`src/rtl/seq_detect_pkg.sv`:
```
// Shared definitions for the parametrised serial sequence detector:
// default pattern, fill-counter sizing and the overlap-mode encoding.
package seq_detect_pkg;

    localparam logic [7:0] SEQ_DEFAULT_PAT = 8'b0101_0101;

    typedef enum logic {
        MODE_NOOVL = 1'b0,
        MODE_OVL   = 1'b1
    } overlap_mode_e;

    // Fill counter must represent 0..pat_w inclusive.
    function automatic int fill_width(input int pat_w);
        return $clog2(pat_w + 1);
    endfunction

endpackage

```
`src/rtl/seq_window.sv`:
```
// Serial shift window with a saturating count of valid bits held.
// Exposes the window/fill state the next shift would produce so the caller can compare early.
module seq_window #(
    parameter int PAT_W  = 8,
    parameter int FILL_W = 4
) (
    input  logic             clk,
    input  logic             rst_n,
    input  logic             clr,
    input  logic             shift,
    input  logic             restart,
    input  logic             din,
    output logic [PAT_W-1:0] next_win,
    output logic             next_full
);

    logic [PAT_W-1:0]  window_r;
    logic [FILL_W-1:0] fill_r;
    logic [FILL_W-1:0] next_fill_s;

    assign next_win  = {window_r[PAT_W-2:0], din};
    assign next_full = (fill_r >= FILL_W'(PAT_W - 1));

    // Fill saturates at PAT_W once the window holds a full pattern's worth of bits.
    always_comb begin
        next_fill_s = fill_r;
        if (fill_r == FILL_W'(PAT_W)) begin
            next_fill_s = fill_r;
        end else begin
            next_fill_s = fill_r + FILL_W'(1);
        end
    end

    // Window and fill state; clr drops progress but leaves stale bits, which fill masks out.
    always_ff @(posedge clk) begin
        if (!rst_n) begin
            window_r <= {PAT_W{1'b0}};
            fill_r   <= {FILL_W{1'b0}};
        end else if (clr) begin
            window_r <= window_r;
            fill_r   <= {FILL_W{1'b0}};
        end else if (shift) begin
            window_r <= next_win;
            fill_r   <= restart ? {FILL_W{1'b0}} : next_fill_s;
        end else begin
            window_r <= window_r;
            fill_r   <= fill_r;
        end
    end

endmodule

```
`src/rtl/seq_detect_param.sv`:
```
// Runtime-loadable serial pattern detector with overlap control,
// registered one-cycle match flag and saturating match counter.
module seq_detect_param
    import seq_detect_pkg::*;
#(
    parameter int               PAT_W       = 8,
    parameter int               CNT_W       = 8,
    parameter logic [PAT_W-1:0] DEFAULT_PAT = PAT_W'(SEQ_DEFAULT_PAT)
) (
    input  logic             clk,
    input  logic             rst_n,
    input  logic             din_valid,
    input  logic             din,
    input  logic             pat_load,
    input  logic [PAT_W-1:0] pat_in,
    input  logic             overlap_en,
    input  logic             cnt_clr,
    output logic             flag,
    output logic [CNT_W-1:0] match_cnt,
    output logic             cnt_sat
);

    localparam int FILL_W = fill_width(PAT_W);

    logic [PAT_W-1:0] pattern_r;
    logic             flag_r;
    logic [CNT_W-1:0] cnt_r;
    logic             sat_r;

    logic             accept_s;
    logic             hit_s;
    logic             restart_s;
    logic [PAT_W-1:0] next_win_s;
    logic             next_full_s;
    logic [CNT_W-1:0] cnt_nxt_s;
    overlap_mode_e    mode_s;

    // A pattern load takes the cycle, so a coincident data bit is dropped.
    assign accept_s  = din_valid && !pat_load;
    assign mode_s    = overlap_mode_e'(overlap_en);
    assign hit_s     = accept_s && next_full_s && (next_win_s == pattern_r);
    assign restart_s = hit_s && (mode_s == MODE_NOOVL);

    seq_window #(
        .PAT_W  (PAT_W),
        .FILL_W (FILL_W)
    ) u_window (
        .clk       (clk),
        .rst_n     (rst_n),
        .clr       (pat_load),
        .shift     (accept_s),
        .restart   (restart_s),
        .din       (din),
        .next_win  (next_win_s),
        .next_full (next_full_s)
    );

    // Counter next state: a clear coinciding with a hit counts that hit.
    always_comb begin
        cnt_nxt_s = cnt_r;
        if (cnt_clr) begin
            cnt_nxt_s = hit_s ? CNT_W'(1) : {CNT_W{1'b0}};
        end else if (hit_s && (cnt_r != {CNT_W{1'b1}})) begin
            cnt_nxt_s = cnt_r + CNT_W'(1);
        end else begin
            cnt_nxt_s = cnt_r;
        end
    end

    // Pattern register and registered outputs.
    always_ff @(posedge clk) begin
        if (!rst_n) begin
            pattern_r <= DEFAULT_PAT;
            flag_r    <= 1'b0;
            cnt_r     <= {CNT_W{1'b0}};
            sat_r     <= 1'b0;
        end else begin
            if (pat_load) begin
                pattern_r <= pat_in;
            end else begin
                pattern_r <= pattern_r;
            end
            flag_r <= hit_s;
            cnt_r  <= cnt_nxt_s;
            sat_r  <= (cnt_nxt_s == {CNT_W{1'b1}});
        end
    end

    assign flag      = flag_r;
    assign match_cnt = cnt_r;
    assign cnt_sat   = sat_r;

endmodule

```
`config.mk`:
```
export PLATFORM = sky130hd
export DESIGN_NAME = seq_detect_param
export DESIGN_NICKNAME = d
export VERILOG_FILES = /design/src/rtl/seq_detect_pkg.sv /design/src/rtl/seq_window.sv /design/src/rtl/seq_detect_param.sv
export SDC_FILE = /design/constraint.sdc
export NUM_CORES = 1
export LEC_CHECK = 0
export CAP_MARGIN = 10
export CORE_ASPECT_RATIO = 0.7
export CORE_UTILIZATION = 44
export DETAILED_ROUTE_END_ITERATION = 6
export MAX_ROUTING_LAYER = met4
export PLACE_DENSITY = 0.65
export SYNTH_ARGS = -nofsm -noshare
export SYNTH_HDL_FRONTEND = slang
export SYNTH_SLANG_ARGS = --single-unit
```
`constraint.sdc`:
```
create_clock -name clk -period 2.5 [get_ports clk]
set_clock_uncertainty 0.2 [all_clocks]
set_input_delay 0.5 -clock clk [delete_from_list [all_inputs] [get_ports clk]]
set_output_delay 0.5 -clock clk [all_outputs]
set_load 0.02 [all_outputs]
```
# Word level (Yosys, flattened, before mapping)
# Index checks and enable logic that the tools add are counted.
dict set report word_totals {
  input_bits 15
  word_cells 31
  out_inout_bits 10
  register_bits 29
}
dict set report op_classes {
  add_sub_neg 2
  n_bitwise 3
  muxes 5
  n_reduce_logical 9
  n_eq_ne 5
  n_lt_le_gt_ge 1
}
# op count
set ops {}
lappend ops {{two-way mux 8 bit} 2}
lappend ops {{adder 8 x 1 -> 8 bit, second input constant} 1}
lappend ops {{== test 8 bit} 1}
lappend ops {{== test 8 bit, second input constant} 1}
lappend ops {{two-way mux 4 bit} 2}
lappend ops {{!= test 8 bit, second input constant} 1}
lappend ops {{logical AND 1 bit} 5}
lappend ops {{adder 4 x 1 -> 4 bit, second input constant} 1}
lappend ops {{== test 4 bit, second input constant} 1}
lappend ops {{>= comparator 4 x 3 -> 1 bit, second input constant} 1}
lappend ops {{AND reduction 2 bit} 2}
lappend ops {{NOT 1 bit} 3}
lappend ops {{!= test 2 x 1 -> 1 bit, second input constant} 1}
lappend ops {{OR reduction 2 bit} 1}
lappend ops {{logical NOT 1 bit} 1}
lappend ops {{two-way mux 1 bit} 1}

# Depth between registers and ports, before layout
# Gate-level depths: netlist of the first run.
dict set report logic_depth {
  depth_word 8
  depth_mapped 8
  depth_no_buf 7
}

# Modules after synthesis
# A second synthesis of the first run with hierarchy kept.
dict set report hier_totals {
  cells_unflattened 170
  area_unflattened_um2 1463.9
}
# mod cells_per_inst instances area_each_um2 seq_area_each_um2
set modules_own_cells {}
lappend modules_own_cells {seq_detect_param 108 1 948.4 360.3}
lappend modules_own_cells {seq_window 62 1 515.5 220.2}

# Worst setup path after synthesis of the first run
# Ideal clock, no wire load.
dict set report synth_path {
  path_kind {reg2reg}
  startpoint {register cnt_r[0], in the netlist match_cnt[0]}
  endpoint {register sat_r, in the netlist cnt_sat}
  stages_incl_launch_ff 8
  synth_period_minus_slack_ns 2.211
  arrival_ns 1.908
  setup_time_ns 0.103
  setup_slack_ns 0.289
  required_ns 2.197
  path_buffers 0
  path_cell_list {dfxtp_1 -> ha_1 -> and4_1 -> nand4_1 -> nand4_1 -> or3_1 -> a21o_1 -> a2111oi_2}
}
dict set report synth_via {
  elab_chain_len 5
  elab_cells_between_ends 6
  cone_classes {1 x add/sub; 2 x eq/ne; 2 x mux; 1 x reduce/logical}
}
# element line
set synth_rtl {}
lappend synth_rtl {{from (decl)} seq_detect_param.sv:27} ;# logic [CNT_W-1:0] cnt_r;
lappend synth_rtl {{from (signal assigned)} seq_detect_param.sv:75} ;# cnt_r <= {CNT_W{1'b0}};
lappend synth_rtl {{from (signal assigned)} seq_detect_param.sv:84} ;# cnt_r <= cnt_nxt_s;
lappend synth_rtl {{branches (longest 2 deep; another with adder 8 x 1 -> 8 bit)} n/a}
lappend synth_rtl {{two-way mux 8 bit *} seq_detect_param.sv:63} ;# end else if (hit_s && (cnt_r != {CNT_W{1'b1}})) begin
lappend synth_rtl {{two-way mux 8 bit *} seq_detect_param.sv:61} ;# if (cnt_clr) begin
lappend synth_rtl {{== test 8 bit *} seq_detect_param.sv:85} ;# sat_r <= (cnt_nxt_s == {CNT_W{1'b1}});
lappend synth_rtl {{to (signal assigned)} seq_detect_param.sv:85}
lappend synth_rtl {{to (decl)} seq_detect_param.sv:28} ;# logic sat_r;
# Mark *: on every way between the ends.
# A chain may end at the register's enable or synchronous reset.

# Worst setup path after layout of the first run
dict set report layout_path {
  startpoint {input port din}
  endpoint {register sat_r, in the netlist cnt_sat}
}
dict set report layout_via {
  elab_chain_len 6
  elab_cells_between_ends 7
  cone_classes {2 x eq/ne; 3 x mux; 2 x reduce/logical}
}
# element line
set layout_rtl {}
lappend layout_rtl {{from (decl)} seq_detect_param.sv:13} ;# input logic din,
lappend layout_rtl {{== test 8 bit *} seq_detect_param.sv:41} ;# assign hit_s = accept_s && next_full_s && (next_win_s == pattern_r);
lappend layout_rtl {{logical AND 1 bit *} seq_detect_param.sv:41}
lappend layout_rtl {{logical AND 1 bit} seq_detect_param.sv:63}
lappend layout_rtl {{two-way mux 8 bit} seq_detect_param.sv:63}
lappend layout_rtl {{two-way mux 8 bit *} seq_detect_param.sv:61}
lappend layout_rtl {{== test 8 bit *} seq_detect_param.sv:85}
# Mark *: on every way between the ends. The rest lies on a longest branch, timed or not.

==> impl_metrics.yaml, run 1 <==
sta:
  final-hold-violation-count: 0
  slew_viol_final: 0
  fin_ws_ns: 0.1814
  grt_setup_unrepaired: "false"
  period_minus_slack_ns: 2.319
  hold_ws_ns: 0.2781
  maxSlewHeadroom: 0.7207
  worst_pin_slew_ns: 0.4184
  setup_viol: 0
  fin_crit_sh: 0.9274
  max_freq_ghz: 0.4313
clocking:
  cts.clk_slew.worst_paths_ns: 0.07
  numCtsBuffers: 5
  htreeDepth: 2
  tritoncts: "done"
  clock_latency_ns: 0.28
  cts_max_path_buffers: 2
  cts_sinks: 29
  root_buffer: "clkbuf_8"
placed_design:
  hpwl_um: 2592
  portBuffers: 24
  pre_cts_ws_ns: -0.2267
  gp_congestion: 0.8690
finish:
  nets: 224
  antennaDiodeCount: 0
  area_growth_pct: 32.17
  fillers: 258
  layout-drive-gt1-share: 0.1256
floorplan:
  fp.dieH_um: 49.78
  rows: 16
  die-area_um2: 3498
  core_area_um2: 2943
  chipWidth_um: 70.26
  start_util: 0.4877
  pin_count: 25
synthesis:
  yosys_warnings: 0
  netlist_top_cells_area: "dfxtp_1 (40%), nand2_1 (6.8%), mux2i_1 (6.3%), xor2_1 (5.5%), a21oi_1 (5.2%)"
  synth_top_flop_cell: "dfxtp_1"
  yosys.area.top_type: "dfxtp_1"
  async_reset_ff_frac: 0
  synthCells: 170
  syn_nets: 188
  syn_area_um2: 1435
  synth-edff-count: 0
  synth.top_cell.area_share: 0.4045
  synth.distinct_cells: 38
  syn_area_per_cell_um2: 8.442
  synth-seq-area-share: 0.4045
  ys_seq_elements: 29
drt:
  first_iter_violations: 42
  drcViolationCount: 0
  routed_wl_um: 3413
  ant_nets: 0
  dr_total_vias: 1298
  firstDrtPassIters: 4
  vias_per_cell: 5.342
  wire_per_inst_um: 14.05
power:
  power_density_nw_per_um2: 562.5
  p_leak_nw: 0.7333
  power_mw: 1.067
  peakVddDrop_mv: 0.4054
grt:
  grt_max_degree: 15
  grt_overflow: 0
  grt_pass1_vias: 1240
  antenna_found_initial: 0
  grt_usage: 0.2238
  grt_pass1_wl_um: 5775
run:
  cap_violations: 0
critical_path:
  worstSetupPathType: "in -> reg"
  worst-path-max-fanout: 12
  worst_ep_arrival_time_ns: 2.30
  end_kind: "flip-flop"
  startpoint_type: "input pin"
  crit_required_ns: 2.48
hold_path:
  hold_class: "reg -> reg"
run_status:
  status: "finished clean"
[power breakdown]
group	switching (mW)	leakage (nW)	internal [mW]
combinational	0.0390	0.440	0.0403
sequential	0.00750	0.236	0.472
clock	0.185	0.0574	0.324
[sequential cells by signal, summed over array words and instances, names as in the netlist]
signal / flops
cnt_sat: 1
flag: 1
match_cnt: 8
pattern_r: 8
u_window.fill_r: 4
u_window.window_r: 7
[through the flow]
stage / std cells / TNS [ns] / area [µm²] / utilization
finish: 243 / 0 / 1897 / 0.6446
floorplan: 170 / 0 / 1435 / -
global placement: 235 / -0.2278 / 1775 / 0.6033
CTS: 243 / 0 / 1896 / 0.6441
global route: 243 / 0 / 1897 / 0.6446
detailed placement: 235 / -0.5074 / 1775 / 0.6033
[critical path, stage by stage]
cell	delay, ns
clkdlybuf4s50_1	0.44
xor2_1	0.20
nor4_2	0.20
nand4_1	0.15
buf_4	0.20
nor3b_2	0.16
o21ai_0	0.11
a2111oi_2	0.33
[final cells by class]
| cell class | instances | area [µm²] | area share |
|---|---|---|---|
| Timing Repair Buffer | 35 | 322.8 | 0.1702 |
| Inverter | 5 | 18.77 | 0.009894 |
| Multi-Input combinational cell | 130 | 808.3 | 0.4261 |
| Tap cell | 36 | 45.04 | 0.02375 |
| Clock inverter | 2 | 37.54 | 0.01979 |
| Clock buffer | 6 | 82.58 | 0.04354 |
| Sequential cell | 29 | 581.8 | 0.3067 |
[per-layer routing]
layer  global-route usage  share of wire
met1               0.3046           0.53
met2               0.3063           0.42
met3              0.06544          0.033
met4              0.09667          0.015
met5                    -              0
[layout by cell type, fill, tap and decap left out, types with 3 or more instances in the layout]
master           Yosys  routed
a21oi_1             15      15
buf_4                1      11
clkbuf_8             0       6
clkdlybuf4s50_1      0      24
dfxtp_1             29      28
ha_1                 3       3
inv_1                5       5
mux2i_1              9       9
nand2_1             26      26
nand2b_1             4       4
nand3_1              4       4
nand4_1              4       4
nor2_1              16      16
nor2b_1              3       3
o21ai_0              8       8
or3_1                5       5
xor2_1               9       9
[cell families after synthesis]
group                      Yosys count  share of synthesized area
xor gates and xnor gates            10                    0.06103
AOI/OAI and AO/OA                   32                     0.1360
DFF                                 29                     0.4045
adders and majority gates            3                    0.02616
muxes                                9                    0.06277
and+or+nand+nor                     76                     0.2772
buffers and inverters               11                    0.03225
[synthesized netlist by cell type, types with 2 or more instances]
cell / instances
o21ai_0: 8
nand2_1: 26
nor2b_1: 3
a21oi_1: 15
or3_1: 5
mux2i_1: 9
nand4_1: 4
nand2b_1: 4
inv_1: 5
nor4_2: 2
xor2_1: 9
ha_1: 3
nand3_1: 4
clkbuf_1: 3
nor2_1: 16
and3_1: 2
dfxtp_1: 29
and4b_1: 2
and4_1: 2
[repair_timing]
item / CTS / global route
setup buffers: 0 / 0
hold buffers: 0 / 0
setup endpoints to repair: 0 / 1
gates resized for setup: 0 / 1
[worst paths after layout]
path | from | slack, ns | endpoint | cells after the start
worst max register to register | u_window.fill_r[1] | 0.23 | cnt_sat | 8
worst min-delay path | u_window.window_r[6] | 0.28 | u_window.window_r[6] | 2
worst min register to register | u_window.window_r[6] | 0.28 | u_window.window_r[6] | 2
worst max-delay path | din | 0.18 | cnt_sat | 8
Note: power is estimated with default switching activity, not from simulation.
==> run 2, diff against run 1 <==
- GPL_TIMING_DRIVEN: unset -> 0
- PLACE_DENSITY: 0.65 -> unset
- PLACE_DENSITY_LB_ADDON: unset -> 0.15
- SETUP_SLACK_MARGIN: unset -> 0.05
==> run 2 against run 1 <==
Sequential power barely moved. Critical path type unchanged. Count of clock-buffer cells in the layout rose by 1. Register-to-register slack got worse by 0.05 ns. Worst setup slack got worse by 0.032 ns. Critical endpoint unchanged.
==> impl_metrics.yaml, run 2 (synthesized netlist as in run 1, its figures left out) <==
clocking:
  htreeDepth: 2
  root_buffer: "clkbuf_8"
  clock_latency_ns: 0.28
  cts_max_path_buffers: 2
  cts.clk_slew.worst_paths_ns: 0.06
  tritoncts: "done"
  hold_buffers: 0
  cts_sinks: 29
  numCtsBuffers: 5
finish:
  final_cell_mix: "nand2_1 (26), dfxtp_1 (26), clkdlybuf4s50_1 (23)"
  layout-drive-gt1-share: 0.1084
  area_growth_pct: 29.29
  stdcell_area_um2: 1856
  utilization: 0.6305
  antennaDiodeCount: 0
  nets: 221
power:
  p_seq_frac: 0.512
  p_sw_frac: 0.2253
  p_int_mw: 0.7273
  power_mw: 0.9388
  peakVddDrop_mv: 0.3546
  share_comb_of_total_power: 0.080
  pwr-share-clk: 0.408
  p_sw_mw: 0.2115
  p_leak_nw: 0.6965
  power_density_nw_per_um2: 505.9
floorplan:
  rows: 16
  start_util: 0.4877
  core_area_um2: 2943
  chipWidth_um: 70.26
  pin_count: 25
  die-area_um2: 3498
  fp.dieH_um: 49.78
drt:
  drcViolationCount: 0
  vias_per_cell: 5.393
  first_iter_violations: 58
  firstDrtPassIters: 4
  routed_wl_um: 3284
  ant_nets: 0
  dr_total_vias: 1289
  wire_per_inst_um: 13.74
sta:
  period_minus_slack_ns: 2.351
  maxSlewHeadroom: 0.5679
  max_freq_ghz: 0.4254
  setup_viol: 0
  fin_crit_sh: 0.9404
  setup_tns_ns: 0
  final-hold-violation-count: 0
  slew_viol_final: 0
  worst_pin_slew_ns: 0.6481
  grt_setup_unrepaired: "false"
critical_path:
  worstSetupPathType: "in -> reg"
  crit_required_ns: 2.45
  startpoint_type: "input pin"
  worst-path-max-fanout: 8
  end_kind: "flip-flop"
  worst_ep_arrival_time_ns: 2.30
grt:
  grt_usage: 0.2094
  grt_overflow: 0
  grt_pass1_vias: 1239
  grt_pass1_wl_um: 5471
  antenna_found_initial: 0
  grt_max_degree: 11
placed_design:
  portBuffers: 24
  gp_congestion: 0.8213
  placed_cell_area_um2: 1720
  hpwl_um: 2522
run_status:
  status: "finished clean"
run:
  cap_violations: 0
hold_path:
  hold_class: "reg -> reg"
==> run 2: stage by stage <==
| step | setup WS (ns) | cells | hold slack (ns) |
|---|---|---|---|
| after global routing | 0.04815 | 239 | 0.3148 |
| final | 0.1490 | 239 | 0.2844 |
| after floorplan | 0.2885 | 170 | 0.2481 |
| after detailed placement | -0.4003 | 230 | 0.2777 |
| after CTS | 0.07764 | 238 | 0.2858 |
| after global placement | -0.3696 | 230 | 0.2566 |
==> run 2: area by class of cell <==
| cell class | count | area (µm²) |
|---|---|---|
| sequential | 29 | 584.3 |
| buffer | 6 | 30.03 |
| inverter | 5 | 18.77 |
| multi-input combinational | 130 | 833.3 |
| clock buffer | 7 | 86.33 |
| timing repair buffer | 26 | 257.7 |
| tap | 36 | 45.04 |
| fill | 261 | 1087 |
==> run 2: repair_timing <==
action / 4_1_cts / 5_1_grt
pin swaps: 3 / 4
setup endpoints to repair: 1 / 1
buffers inserted: 1 / 1
cloned: 0 / 0
resized for setup: 3 / 6
==> run 2: path summary, 6_finish.rpt <==
check	slack (ns)	depth (start not counted)	startpoint	to
min	0.28	2	u_window.window_r[6]	u_window.window_r[6]
min reg2reg	0.28	2	u_window.window_r[6]	u_window.window_r[6]
max	0.15	8	pat_load	cnt_sat
max reg2reg	0.18	7	match_cnt[0]	cnt_sat
==> run 2: routing by layer <==
metal  global-route usage  vias up  share of wire
li1                     -      651              -
met1               0.2500      606           0.48
met2               0.3302       26           0.47
met3              0.06544        6          0.038
met4              0.08333        0          0.014
met5                    -        -              0
==> run 2: critical path, stage by stage <==
cell             delay, ns
clkdlybuf4s50_1       0.47
nand2b_1              0.15
nor2_1                0.07
and4_1                0.20
buf_4                 0.16
and4b_1               0.20
a311oi_1              0.41
a2111oi_4             0.13
==> run 2: power by group through the flow <==
stage	logic (mW)	registers [mW]	clock network [mW]
detailed placement	0.0748	0.490	0
global placement	0.0725	0.489	0
CTS	0.0750	0.480	0.392
finish	0.0756	0.480	0.383
global route	0.0822	0.481	0.414
floorplan	0.0401	0.487	0
==> run 3, diff against run 2 <==
- ABC_CLOCK_PERIOD_IN_PS: unset -> 2500
- REMOVE_ABC_BUFFERS: unset -> 1
==> run 3 against run 2 <==
Fmax up 0.73%. Routed wire length up 2.7%. Worst setup slack better by 0.017 ns. Power down 0.57%. Design area up 1.3%. Sequential power about the same. First-iteration DRC count down 5.2%. Cell count down 1.7%. Critical path type unchanged. Critical endpoint unchanged. Largest cell class unchanged.
==> impl_metrics.yaml, run 3 (synthesized netlist as in run 1, its figures left out) <==
critical_path:
  end_kind: "flip-flop"
  regToRegStartpoint: "match_cnt[0]"
  worst_ep_arrival_time_ns: 2.31
  startpoint_type: "input pin"
  r2r_cells: 9
  r2r_slack_ns: 0.18
  endpoint: "cnt_sat"
  startpoint: "din_valid"
  worst-path-max-fanout: 12
  crit_required_ns: 2.47
  worstSetupPathType: "in -> reg"
  rr_endpoint: "cnt_sat"
drt:
  drcViolationCount: 0
  wire_per_inst_um: 14.35
  vias_per_cell: 5.438
  ant_nets: 0
  first_iter_violations: 55
  dr_total_vias: 1278
  firstDrtPassIters: 4
  routed_wl_um: 3373
run_status:
  status: "finished clean"
floorplan:
  pin_count: 25
  rows: 16
  die-area_um2: 3498
  core_area_um2: 2943
  fp.dieH_um: 49.78
  chipWidth_um: 70.26
  start_util: 0.4877
clocking:
  numCtsBuffers: 5
  root_buffer: "clkbuf_8"
  cts_max_path_buffers: 2
  tritoncts: "done"
  cts.clk_slew.worst_paths_ns: 0.06
  cts_sinks: 29
  htreeDepth: 2
  clock_latency_ns: 0.27
grt:
  grt_max_degree: 15
  grt_pass1_vias: 1191
  grt_usage: 0.2082
  grt_pass1_wl_um: 5520
  antenna_found_initial: 0
  grt_overflow: 0
sta:
  grt_setup_unrepaired: "false"
  worst_pin_slew_ns: 0.7376
  period_minus_slack_ns: 2.334
  setup_viol: 0
  slew_viol_final: 0
  setup_tns_ns: 0
  maxSlewHeadroom: 0.5073
  final-hold-violation-count: 0
  max_freq_ghz: 0.4284
  fin_crit_sh: 0.9336
  fin_ws_ns: 0.1659
power:
  peakVddDrop_mv: 0.3802
  power_mw: 0.9334
  power_density_nw_per_um2: 496.7
  p_leak_nw: 0.7045
placed_design:
  placed_cells: 224
  gp_congestion: 0.8630
  portBuffers: 24
  pre_cts_ws_ns: -1.116
  hpwl_um: 2368
finish:
  final_cell_mix: "nand2_1 (26), dfxtp_1 (25), clkdlybuf4s50_1 (22)"
  nets: 217
  layout-drive-gt1-share: 0.1457
  utilization: 0.6386
  layout_commonest_cell: "nand2_1"
  antennaDiodeCount: 0
  fillers: 250
  area_growth_pct: 30.95
  stdcell_count: 235
hold_path:
  hold_class: "reg -> reg"
run:
  cap_violations: 0
run 3: changes by cell type in the layout (fill, tap and decap cells not counted), sizes merged:
cell           delta
buf               -1
clkbuf            -3
clkdlybuf4s15     +1
clkdlybuf4s50     -1
run 3: per-layer routing:
metal  up-vias  global-route usage  routed length, µm  share of wire
met3         2             0.04908                163          0.048
met5         -                   -                  0              0
met2        31              0.3270               1614           0.48
met4         0             0.05000                 12         0.0036
li1        651                   -                  -              -
met1       594              0.2722               1583           0.47
run 3: worst min path at each step:
| stage | depth (start not counted) | endpoint | slack, ns | start |
|---|---|---|---|---|
| 2_1_floorplan | 2 | u_window.window_r[6] | 0.25 | u_window.window_r[6] |
| 3_3_place_gp | 2 | u_window.window_r[6] | 0.25 | u_window.window_r[6] |
| 3_5_place_dp | 2 | u_window.window_r[6] | 0.27 | u_window.window_r[6] |
| 4_1_cts | 2 | u_window.window_r[6] | 0.28 | u_window.window_r[6] |
| 5_1_grt | 2 | u_window.window_r[6] | 0.30 | u_window.window_r[6] |
| 6_report | 2 | u_window.window_r[6] | 0.27 | u_window.window_r[6] |
run 3: layout make-up:
type                    count  area [µm²]  share of cell area
inverters                   5       18.77            0.009987
flip-flops and latches     29       588.1              0.3129
repair buffers             28       277.8              0.1478
clock buffers               7       86.33             0.04594
multi-input cells         130       863.3              0.4594
well taps                  36       45.04             0.02397
run 3: critical path, cell delays in order:
cell and delay [ns]:
clkdlybuf4s50_1 0.52, nand2b_4 0.13, nor2_2 0.16, nand4_1 0.15, or3_1 0.35, a21o_1 0.22
a2111oi_4 0.27
run 3: what timing repair did:
action | CTS | global route
setup buffers | 2 | 2
hold buffers | 0 | 0
endpoints found under the setup margin | 14 | 5
gates resized for setup | 6 | 16
pin swaps | 0 | 3
run 3: metrics by stage:
stage / hold slack, ns / area (µm²)
after CTS: 0.2773 / 1804
after detailed placement: 0.2691 / 1693
after global placement: 0.2545 / 1693
after global routing: 0.3035 / 1879
final: 0.2696 / 1879
after floorplan: 0.2481 / 1408
run 3: where the power goes:
group,switching [mW],internal (mW),leakage [nW]
Sequential,0.00734,0.471,0.238
Clock,0.158,0.218,0.0443
Combinational,0.0415,0.0375,0.422
